### src/rtl/sram_arbiter_pkg.sv
// Shared definitions for the SRAM arbiter: FSM state encoding, default widths, port ids.
package sram_arbiter_pkg;

    localparam int ADDR_W_DEF  = 18;
    localparam int WDATA_W_DEF = 32;
    localparam int RDATA_W_DEF = 64;

    typedef enum logic [1:0] {
        S_IDLE = 2'd0,
        S_BUSY = 2'd1,
        S_GAP  = 2'd2
    } state_t;

    localparam logic PORT0 = 1'b0;
    localparam logic PORT1 = 1'b1;

endpackage

### src/rtl/sram_arbiter_rr_arb2.sv
// Combinational two-way arbiter: one-hot grant from two requests and the last-granted port.
// Zero latency; ties go to the port not granted last, or always to port 0 when FIXED_PRIO != 0.
import sram_arbiter_pkg::*;

module rr_arb2 #(
    parameter int FIXED_PRIO = 0
) (
    input  logic       i_req0,
    input  logic       i_req1,
    input  logic       i_last_grant,
    output logic [1:0] o_grant
);

    always_comb begin
        o_grant = 2'b00;
        if (i_req0 && i_req1) begin
            if ((FIXED_PRIO != 0) || (i_last_grant == PORT1)) begin
                o_grant = 2'b01;
            end else begin
                o_grant = 2'b10;
            end
        end else if (i_req0) begin
            o_grant = 2'b01;
        end else if (i_req1) begin
            o_grant = 2'b10;
        end
    end

endmodule

### src/rtl/sram_arbiter.sv
// Two-port sequencer in front of the SRAM controller: latch a winner, hold the command until mem_ready, ack, then one idle gap.
// Command visible the cycle after grant; ack visible the cycle after mem_ready is sampled; requests wait while busy.
import sram_arbiter_pkg::*;

module sram_arbiter #(
    parameter int ADDR_W     = ADDR_W_DEF,
    parameter int WDATA_W    = WDATA_W_DEF,
    parameter int RDATA_W    = RDATA_W_DEF,
    parameter int FIXED_PRIO = 0
) (
    input  logic               clk,
    input  logic               rst_n,
    input  logic               req0,
    input  logic               we0,
    input  logic [ADDR_W-1:0]  addr0,
    input  logic [WDATA_W-1:0] wdata0,
    output logic               ack0,
    input  logic               req1,
    input  logic               we1,
    input  logic [ADDR_W-1:0]  addr1,
    input  logic [WDATA_W-1:0] wdata1,
    output logic               ack1,
    output logic [RDATA_W-1:0] rdata,
    output logic               busy,
    output logic               mem_read,
    output logic               mem_write,
    output logic [ADDR_W-1:0]  mem_addr,
    output logic [WDATA_W-1:0] mem_wdata,
    input  logic [RDATA_W-1:0] mem_rdata,
    input  logic               mem_ready
);

    state_t               r_state;
    state_t               w_state_nxt;
    logic                 r_last;
    logic                 r_win;
    logic                 r_ack0;
    logic                 r_ack1;
    logic                 r_busy;
    logic                 r_mem_read;
    logic                 r_mem_write;
    logic [ADDR_W-1:0]    r_mem_addr;
    logic [WDATA_W-1:0]   r_mem_wdata;
    logic [RDATA_W-1:0]   r_rdata;
    logic [1:0]           w_grant;
    logic                 w_sel;
    logic                 w_sel_we;
    logic [ADDR_W-1:0]    w_sel_addr;
    logic [WDATA_W-1:0]   w_sel_wdata;

    rr_arb2 #(
        .FIXED_PRIO (FIXED_PRIO)
    ) u_arb (
        .i_req0       (req0),
        .i_req1       (req1),
        .i_last_grant (r_last),
        .o_grant      (w_grant)
    );

    assign w_sel       = w_grant[1];
    assign w_sel_we    = w_sel ? we1    : we0;
    assign w_sel_addr  = w_sel ? addr1  : addr0;
    assign w_sel_wdata = w_sel ? wdata1 : wdata0;

    always_ff @(posedge clk or negedge rst_n) begin
        if (!rst_n) begin
            r_state <= S_IDLE;
        end else begin
            r_state <= w_state_nxt;
        end
    end

    // mem_ready outside BUSY is deliberately ignored; GAP never grants.
    always_comb begin
        w_state_nxt = r_state;
        case (r_state)
            S_IDLE:  if (|w_grant) w_state_nxt = S_BUSY;
            S_BUSY:  if (mem_ready) w_state_nxt = S_GAP;
            S_GAP:   w_state_nxt = S_IDLE;
            default: w_state_nxt = S_IDLE;
        endcase
    end

    always_ff @(posedge clk or negedge rst_n) begin
        if (!rst_n) begin
            r_last      <= PORT1;
            r_win       <= PORT0;
            r_ack0      <= 1'b0;
            r_ack1      <= 1'b0;
            r_busy      <= 1'b0;
            r_mem_read  <= 1'b0;
            r_mem_write <= 1'b0;
            r_mem_addr  <= '0;
            r_mem_wdata <= '0;
            r_rdata     <= '0;
        end else begin
            r_busy <= (w_state_nxt != S_IDLE);
            r_ack0 <= 1'b0;
            r_ack1 <= 1'b0;
            case (r_state)
                S_IDLE: begin
                    if (|w_grant) begin
                        r_win       <= w_sel;
                        r_last      <= w_sel;
                        r_mem_write <= w_sel_we;
                        r_mem_read  <= !w_sel_we;
                        r_mem_addr  <= w_sel_addr;
                        r_mem_wdata <= w_sel_wdata;
                    end
                end
                S_BUSY: begin
                    if (mem_ready) begin
                        r_mem_read  <= 1'b0;
                        r_mem_write <= 1'b0;
                        if (r_mem_read) r_rdata <= mem_rdata;
                        r_ack0 <= (r_win == PORT0);
                        r_ack1 <= (r_win == PORT1);
                    end
                end
                default: ;
            endcase
        end
    end

    assign ack0      = r_ack0;
    assign ack1      = r_ack1;
    assign busy      = r_busy;
    assign mem_read  = r_mem_read;
    assign mem_write = r_mem_write;
    assign mem_addr  = r_mem_addr;
    assign mem_wdata = r_mem_wdata;
    assign rdata     = r_rdata;

endmodule

### config.mk
export PLATFORM = sky130hd
export DESIGN_NAME = sram_arbiter
export DESIGN_NICKNAME = d
export VERILOG_FILES = /design/src/rtl/sram_arbiter_pkg.sv /design/src/rtl/sram_arbiter_rr_arb2.sv /design/src/rtl/sram_arbiter.sv
export SDC_FILE = /design/constraint.sdc
export NUM_CORES = 1
export LEC_CHECK = 0
export CAP_MARGIN = 20
export CORE_MARGIN = 2
export CORE_UTILIZATION = 36
export DETAILED_ROUTE_END_ITERATION = 12
export MAX_ROUTING_LAYER = met4
export PLACE_DENSITY = 0.78
export SYNTH_ARGS = -nofsm -noshare
export SYNTH_HDL_FRONTEND = slang
export SYNTH_SLANG_ARGS = --single-unit
### constraint.sdc
create_clock -name clk -period 1.5 [get_ports clk]
set_input_delay 0.45 -clock clk [delete_from_list [all_inputs] [get_ports clk]]
set_output_delay 0.45 -clock clk [all_outputs]
set_load 0.02 [all_outputs]
==> impl_metrics.json, run 1 <==
{
  "status": "finished with violations",
  "violations": "negative setup slack",
  "ff2ff_setup_slack_ns": -0.20,
  "drv_slew": 0,
  "ys_seq_area_frac": 0.570,
  "cts_root_buf": "clkbuf_16",
  "cts.htree.levels": 4,
  "worstMarginPinSlew_ns": 0.365,
  "routabilityCongestion": 0.799,
  "drtAntennaViolNets": 0,
  "final-seq-area_um2": 3080,
  "fin_ws_ns": -0.198,
  "ir_drop_v": 0.000939,
  "rows": 44,
  "final_cell_mix": "clkdlybuf4s50_1 (166), dfrtp_1 (122), buf_2 (118), mux2_2 (78), mux2_4 (66)",
  "io-pin-count": 290,
  "vias_per_cell": 4.75,
  "min_period_over_period": 1.13,
  "cp_slowest_cell": "dfstp_2",
  "required_ns": 1.79,
  "fmax_mhz": 589,
  "fillers": 1137,
  "place_area_um2": 8680,
  "maxCapViolCount": 0,
  "syn-num-nets": 493,
  "hold_class": "input port to register",
  "leakagePower_nw": 4.25,
  "syn_to_final_growth_pct": 68.2,
  "rsz0062_at_grt": "yes",
  "relSlewSlack": 0.757,
  "synth_area_per_cell_um2": 16.8,
  "io_buffers": 289,
  "grt_antenna_before_repair": 0,
  "syn_inst": 322,
  "yosys.cell_types.count": 22,
  "cts_sinks": 123,
  "grt_overflow": 0,
  "start_kind": "register",
  "grt_pass1_vias": 4500,
  "ys_warn_count": 0,
  "cts.clk_slew.worst_paths_ns": 0.05,
  "cts_buffers": 17,
  "clockBufferDepth": 2,
  "end_kind": "register",
  "crit_chain": "a21boi_4 > buf_6 > buf_6 > buf_12 > mux2_4 > mux2_4",
  "drt-total-wl_mm": 15.6,
  "power.density_nw_per_um2": 2060,
  "hpwl_mm": 11.4,
  "grt_first_pass_wirelength_mm": 23.6,
  "worst-path-buf-inv": 3,
  "die_w_um": 127,
  "firstDrtPassIters": 4,
  "first_iter_violations": 137,
  "grt_max_degree": 37,
  "final_nets": 825,
  "setup_violations": 52,
  "crit_fanout": 5,
  "cp_data_arrival_time_ns": 1.99,
  "core_um2": 14600,
  "track_usage": 0.200,
  "yosysTopAreaCellShare": 0.565,
  "cts_tree": "done",
  "yosys_register_bits": 123,
  "yosys-top-cells-area": "dfrtp_1 (57%), mux2_2 (20%), mux2_4 (14%), mux2_1 (4.8%), buf_6 (2.3%)",
  "drc": 0,
  "die_y_um": 127,
  "dieArea_um2": 16000,
  "fin_skew_ns": 0.00896,
  "drive_gt1_frac": 0.506,
  "final_common_cell": "clkdlybuf4s50_1",
  "cpLargestDelayFamily": "multiplexers",
  "cpPeakStageDelay_ns": 0.55,
  "dp_cells": 804,
  "crit_type": "register to register",
  "final_area_um2": 9090,
  "syn_area_um2": 5400,
  "multiInputGateArea_um2": 2250,
  "hold_viol": 0,
  "fin_cells": 851,
  "clk_latency_ns": 0.42,
  "initial_core_util": 0.370,
  "wl_per_cell_um": 18.4,
  "finalCriticalPeriod_ns": 1.70,
  "vias": 4041,
  "synth_top_area_cell": "dfrtp_1"
}
power by group:
part,switching (mW),total (mW),internal (mW)
registers,0.850,5.87,5.02
logic,4.35,8.46,4.11
clock network,1.41,4.40,2.99
total,6.61,18.7,12.1
final timing paths:
kind / from / to / cells past startpoint
max reg2reg: r_last / mem_wdata[13] / 6
min: mem_ready / r_state[0] / 2
min reg2reg: r_win / ack0 / 1
max in group asynchronous: rst_n / r_last / 3
max: r_last / mem_wdata[13] / 6
min in group asynchronous: rst_n / rdata[58] / 2
Yosys cell counts:
master,n
nand2_4,1
mux2_4,49
o21ai_2,1
nand2_1,2
dfstp_2,1
nand2b_1,1
o21ai_0,1
mux2_2,94
a22o_1,1
a21boi_4,1
mux2_1,23
and2_1,2
nor2_2,1
buf_6,11
buf_2,5
a21oi_1,1
dfrtp_1,122
nor2_1,1
inv_2,1
a31oi_1,1
mux2i_1,1
nand3b_1,1
routing by layer:
layer | part of all wire | up-vias | track usage
met3 | 0.075 | 37 | 0.0523
met2 | 0.51 | 205 | 0.340
met4 | 0.031 | 0 | 0.0995
li1 | - | 1823 | -
met5 | 0 | - | -
met1 | 0.38 | 1976 | 0.215
sequential cells by signal (all words and copies together) (netlist names):
signal / flops
r_last: 1
busy: 1
r_win: 1
mem_addr: 18
mem_read: 1
ack0: 1
rdata: 64
mem_write: 1
ack1: 1
r_state: 2
mem_wdata: 32
worst reg2reg max path, stage by stage, from the launching register on:
cell and delay, ns:
dfstp_2 0.55, a21boi_4 0.06, buf_6 0.13, buf_6 0.13
buf_12 0.13, mux2_4 0.29, mux2_4 0.28
through the flow:
step / hold slack (ns) / setup WS [ns] / util / power, mW / TNS (ns)
finish: 0.289 / -0.198 / 0.623 / 18.7 / -8.34
global route: 0.309 / -0.233 / 0.623 / 19.6 / -10.04
CTS: 0.470 / -0.199 / 0.617 / 18.7 / -9.09
detailed placement: 0.385 / -0.754 / 0.595 / 15.5 / -63.00
global placement: 0.379 / -0.710 / 0.595 / 15.2 / -59.78
floorplan: 0.154 / -0.0956 / - / 10.6 / -4.64
cells by family (layout without fill, tap and decap cells):
| group | count (synthesis) | in the layout | synth area share |
|---|---|---|---|
| AOI/OAI and AO/OA | 6 | 6 | 0.00973 |
| and+or+nand+nor | 9 | 9 | 0.0102 |
| DFF | 123 | 123 | 0.570 |
| other | 0 | 1 | 0 |
| muxes | 167 | 167 | 0.382 |
| buffers and inverters | 17 | 361 | 0.0283 |
area by class of cell:
type	count	area share
multi-input combinational	182	0.248
tap	184	0.0253
inverter	1	0.000413
antenna	1	0.000275
clock inverter	6	0.0146
clock buffer	25	0.0556
sequential	123	0.339
timing repair buffer	329	0.317
repair_timing:
item                                    in CTS  in global routing
gates cloned                                 6                  1
buffers inserted                             7                  1
resized for setup                          490                 19
hold buffers                                 1                  0
endpoints found under the setup margin     170                108
hold endpoints to repair                    17                  0
pin swaps                                    1                  2
No activity file was read; power rests on OpenSTA's default activity.
==> inputs of run 2 (changes only) <==
--- a/config.mk
+++ b/config.mk
@@ -7,10 +7,11 @@
 export LEC_CHECK = 0
 export CAP_MARGIN = 20
 export CORE_MARGIN = 2
-export CORE_UTILIZATION = 36
+export CORE_UTILIZATION = 37
+export CTS_BUF_LIST = sky130_fd_sc_hd__clkbuf_4
 export DETAILED_ROUTE_END_ITERATION = 12
 export MAX_ROUTING_LAYER = met4
-export PLACE_DENSITY = 0.78
+export PLACE_DENSITY = 0.8
 export SYNTH_ARGS = -nofsm -noshare
 export SYNTH_HDL_FRONTEND = slang
 export SYNTH_SLANG_ARGS = --single-unit
==> impl_metrics.json, run 2 (synthesis gave the netlist of run 1 again) <==
{
  "maxCapViolCount": 0,
  "cpLargestDelayFamily": "flip-flops",
  "cts.htree.levels": 4,
  "grt_antenna_before_repair": 0,
  "track_usage": 0.208,
  "p_sw_mw": 6.77,
  "cts_tree": "done",
  "drv_slew": 0,
  "end_kind": "register",
  "fin_ws_ns": -0.123,
  "dieArea_um2": 15600,
  "final-seq-area_um2": 3080,
  "cpPeakStageDelay_ns": 0.57,
  "whs_ns": 0.364,
  "cts_sinks": 123,
  "grt_max_degree": 54,
  "routabilityCongestion": 0.796,
  "firstDrtPassIters": 5,
  "multiInputGateArea_um2": 2200,
  "crit_type": "register to register",
  "worst-path-buf-inv": 2,
  "min_period_over_period": 1.08,
  "relSlewSlack": 0.802,
  "required_ns": 1.89,
  "fin_skew_ns": 0.0192,
  "drtAntennaViolNets": 0,
  "io-pin-count": 290,
  "final_cell_mix": "clkdlybuf4s50_1 (167), buf_6 (123), dfrtp_1 (122), mux2_2 (89), mux2_4 (55)",
  "worstMarginPinSlew_ns": 0.297,
  "ir_drop_v": 0.000941,
  "wl_met3_um": 975,
  "grt_pass1_vias": 4556,
  "p_comb_frac": 0.550,
  "cp_data_arrival_time_ns": 2.01,
  "cts_buffers": 17,
  "dp_cells": 799,
  "fmax_mhz": 616,
  "clk_latency_ns": 0.51,
  "vias": 4117,
  "rows": 44,
  "fin_cells": 874,
  "violations": "negative setup slack",
  "wl_met2_mm": 8.13,
  "top_layer": "met4",
  "initial_core_util": 0.375,
  "wl_per_cell_um": 17.8,
  "final_common_cell": "clkdlybuf4s50_1",
  "rsz0062_at_grt": "yes",
  "drt-total-wl_mm": 15.5,
  "cp_slowest_cell": "dfstp_2",
  "cts_root_buf": "clkbuf_4",
  "drive_gt1_frac": 0.522,
  "status": "finished with violations",
  "die_y_um": 125,
  "io_buffers": 289,
  "final_nets": 850,
  "clockBufferDepth": 2,
  "leakagePower_nw": 4.38,
  "largest_reg_flops": 64,
  "setup_tns_ns": -5.37,
  "start_kind": "register",
  "grt_first_pass_wirelength_mm": 24.2,
  "grt_overflow": 0,
  "finalCriticalPeriod_ns": 1.62,
  "die_w_um": 125,
  "seq_power_share": 0.322,
  "fillers": 1016,
  "vias_per_cell": 4.71,
  "intPower_mw": 12.6,
  "setup_violations": 73,
  "power.density_nw_per_um2": 2020,
  "first_iter_violations": 146,
  "core_um2": 14400,
  "crit_chain": "a21boi_4 > buf_6 > buf_16 > mux2_4 > mux2_2",
  "hold_viol": 0,
  "met1_length_mm": 6.09,
  "drc": 0,
  "antenna_cells": 0,
  "cts.clk_slew.worst_paths_ns": 0.11,
  "clkPwrFrac": 0.128,
  "crit_fanout": 8,
  "syn_to_final_growth_pct": 77.1,
  "swShare": 0.350,
  "hpwl_mm": 11.1,
  "hold_class": "input port to async pin"
}
-- run 2: cell count changes in the layout (fill, tap and decap cells not counted), sizes merged --
| cell | change |
|---|---|
| clkinv | +5 |
| clkdlybuf4s50 | +1 |
| diode | -1 |
| clkbuf | -7 |
| buf | +26 |
| dlymetal6s2s | -1 |
-- run 2: metal layers --
metal	global-route usage	vias to the layer above
met2	0.361	195
met5	-	-
met1	0.228	2025
met4	0.0804	0
li1	-	1871
met3	0.0558	26
-- run 2: worst paths after layout --
kind,startpoint,to,slack (ns),depth (start not counted)
max in group asynchronous,rst_n,mem_addr[6],0.55,3
hold reg to reg,r_win,ack0,0.46,1
min in group clk,req0,r_last,0.40,2
hold / removal,rst_n,rdata[6],0.36,2
setup / recovery,r_last,mem_addr[13],-0.12,5
setup reg to reg,r_last,mem_addr[13],-0.12,5
-- run 2: power by group through the flow --
| stage | clock [mW] | sequential [mW] | combinational, mW |
|---|---|---|---|
| after floorplan | 0 | 7.88 | 2.77 |
| after global placement | 0 | 5.85 | 9.22 |
| after detailed placement | 0 | 5.98 | 9.39 |
| after CTS | 2.56 | 6.23 | 10.5 |
| after global routing | 2.72 | 6.43 | 11.2 |
| final | 2.47 | 6.24 | 10.6 |
-- run 2: through the flow --
step                       util  cell area, um^2  setup slack, ns  power [mW]
after CTS                 0.656             9460           -0.123        19.3
after floorplan               -             5400          -0.0956        10.6
after global routing      0.663             9570           -0.173        20.3
after detailed placement  0.597             8610           -0.777        15.4
final                     0.663             9570           -0.123        19.3
after global placement    0.597             8610           -0.748        15.1
-- run 2: timing repair --
| action | in CTS | in global routing |
|---|---|---|
| hold buffers | 1 | 0 |
| cloned | 7 | 0 |
| endpoints found under the hold margin | 15 | 0 |
| gates resized for setup | 730 | 5 |
| setup endpoints to repair | 170 | 175 |
| pin swaps | 1 | 0 |
| buffers inserted | 25 | 12 |
-- run 2: final cells by class --
cell class,instances,share of cell area
clock buffers,19,0.0149
clock inverters,11,0.0160
inverters,1,0.000392
multi-input cells,182,0.230
flip-flops and latches,123,0.322
well taps,184,0.0241
repair buffers,354,0.393
==> inputs of run 3 (changes only) <==
--- a/config.mk
+++ b/config.mk
@@ -5,6 +5,7 @@
 export SDC_FILE = /design/constraint.sdc
 export NUM_CORES = 1
 export LEC_CHECK = 0
+export ABC_CLOCK_PERIOD_IN_PS = 1500
 export CAP_MARGIN = 20
 export CORE_MARGIN = 2
 export CORE_UTILIZATION = 37
==> results of run 3 <==
The final DEF is identical to that of run 2; final timing and power are the same.
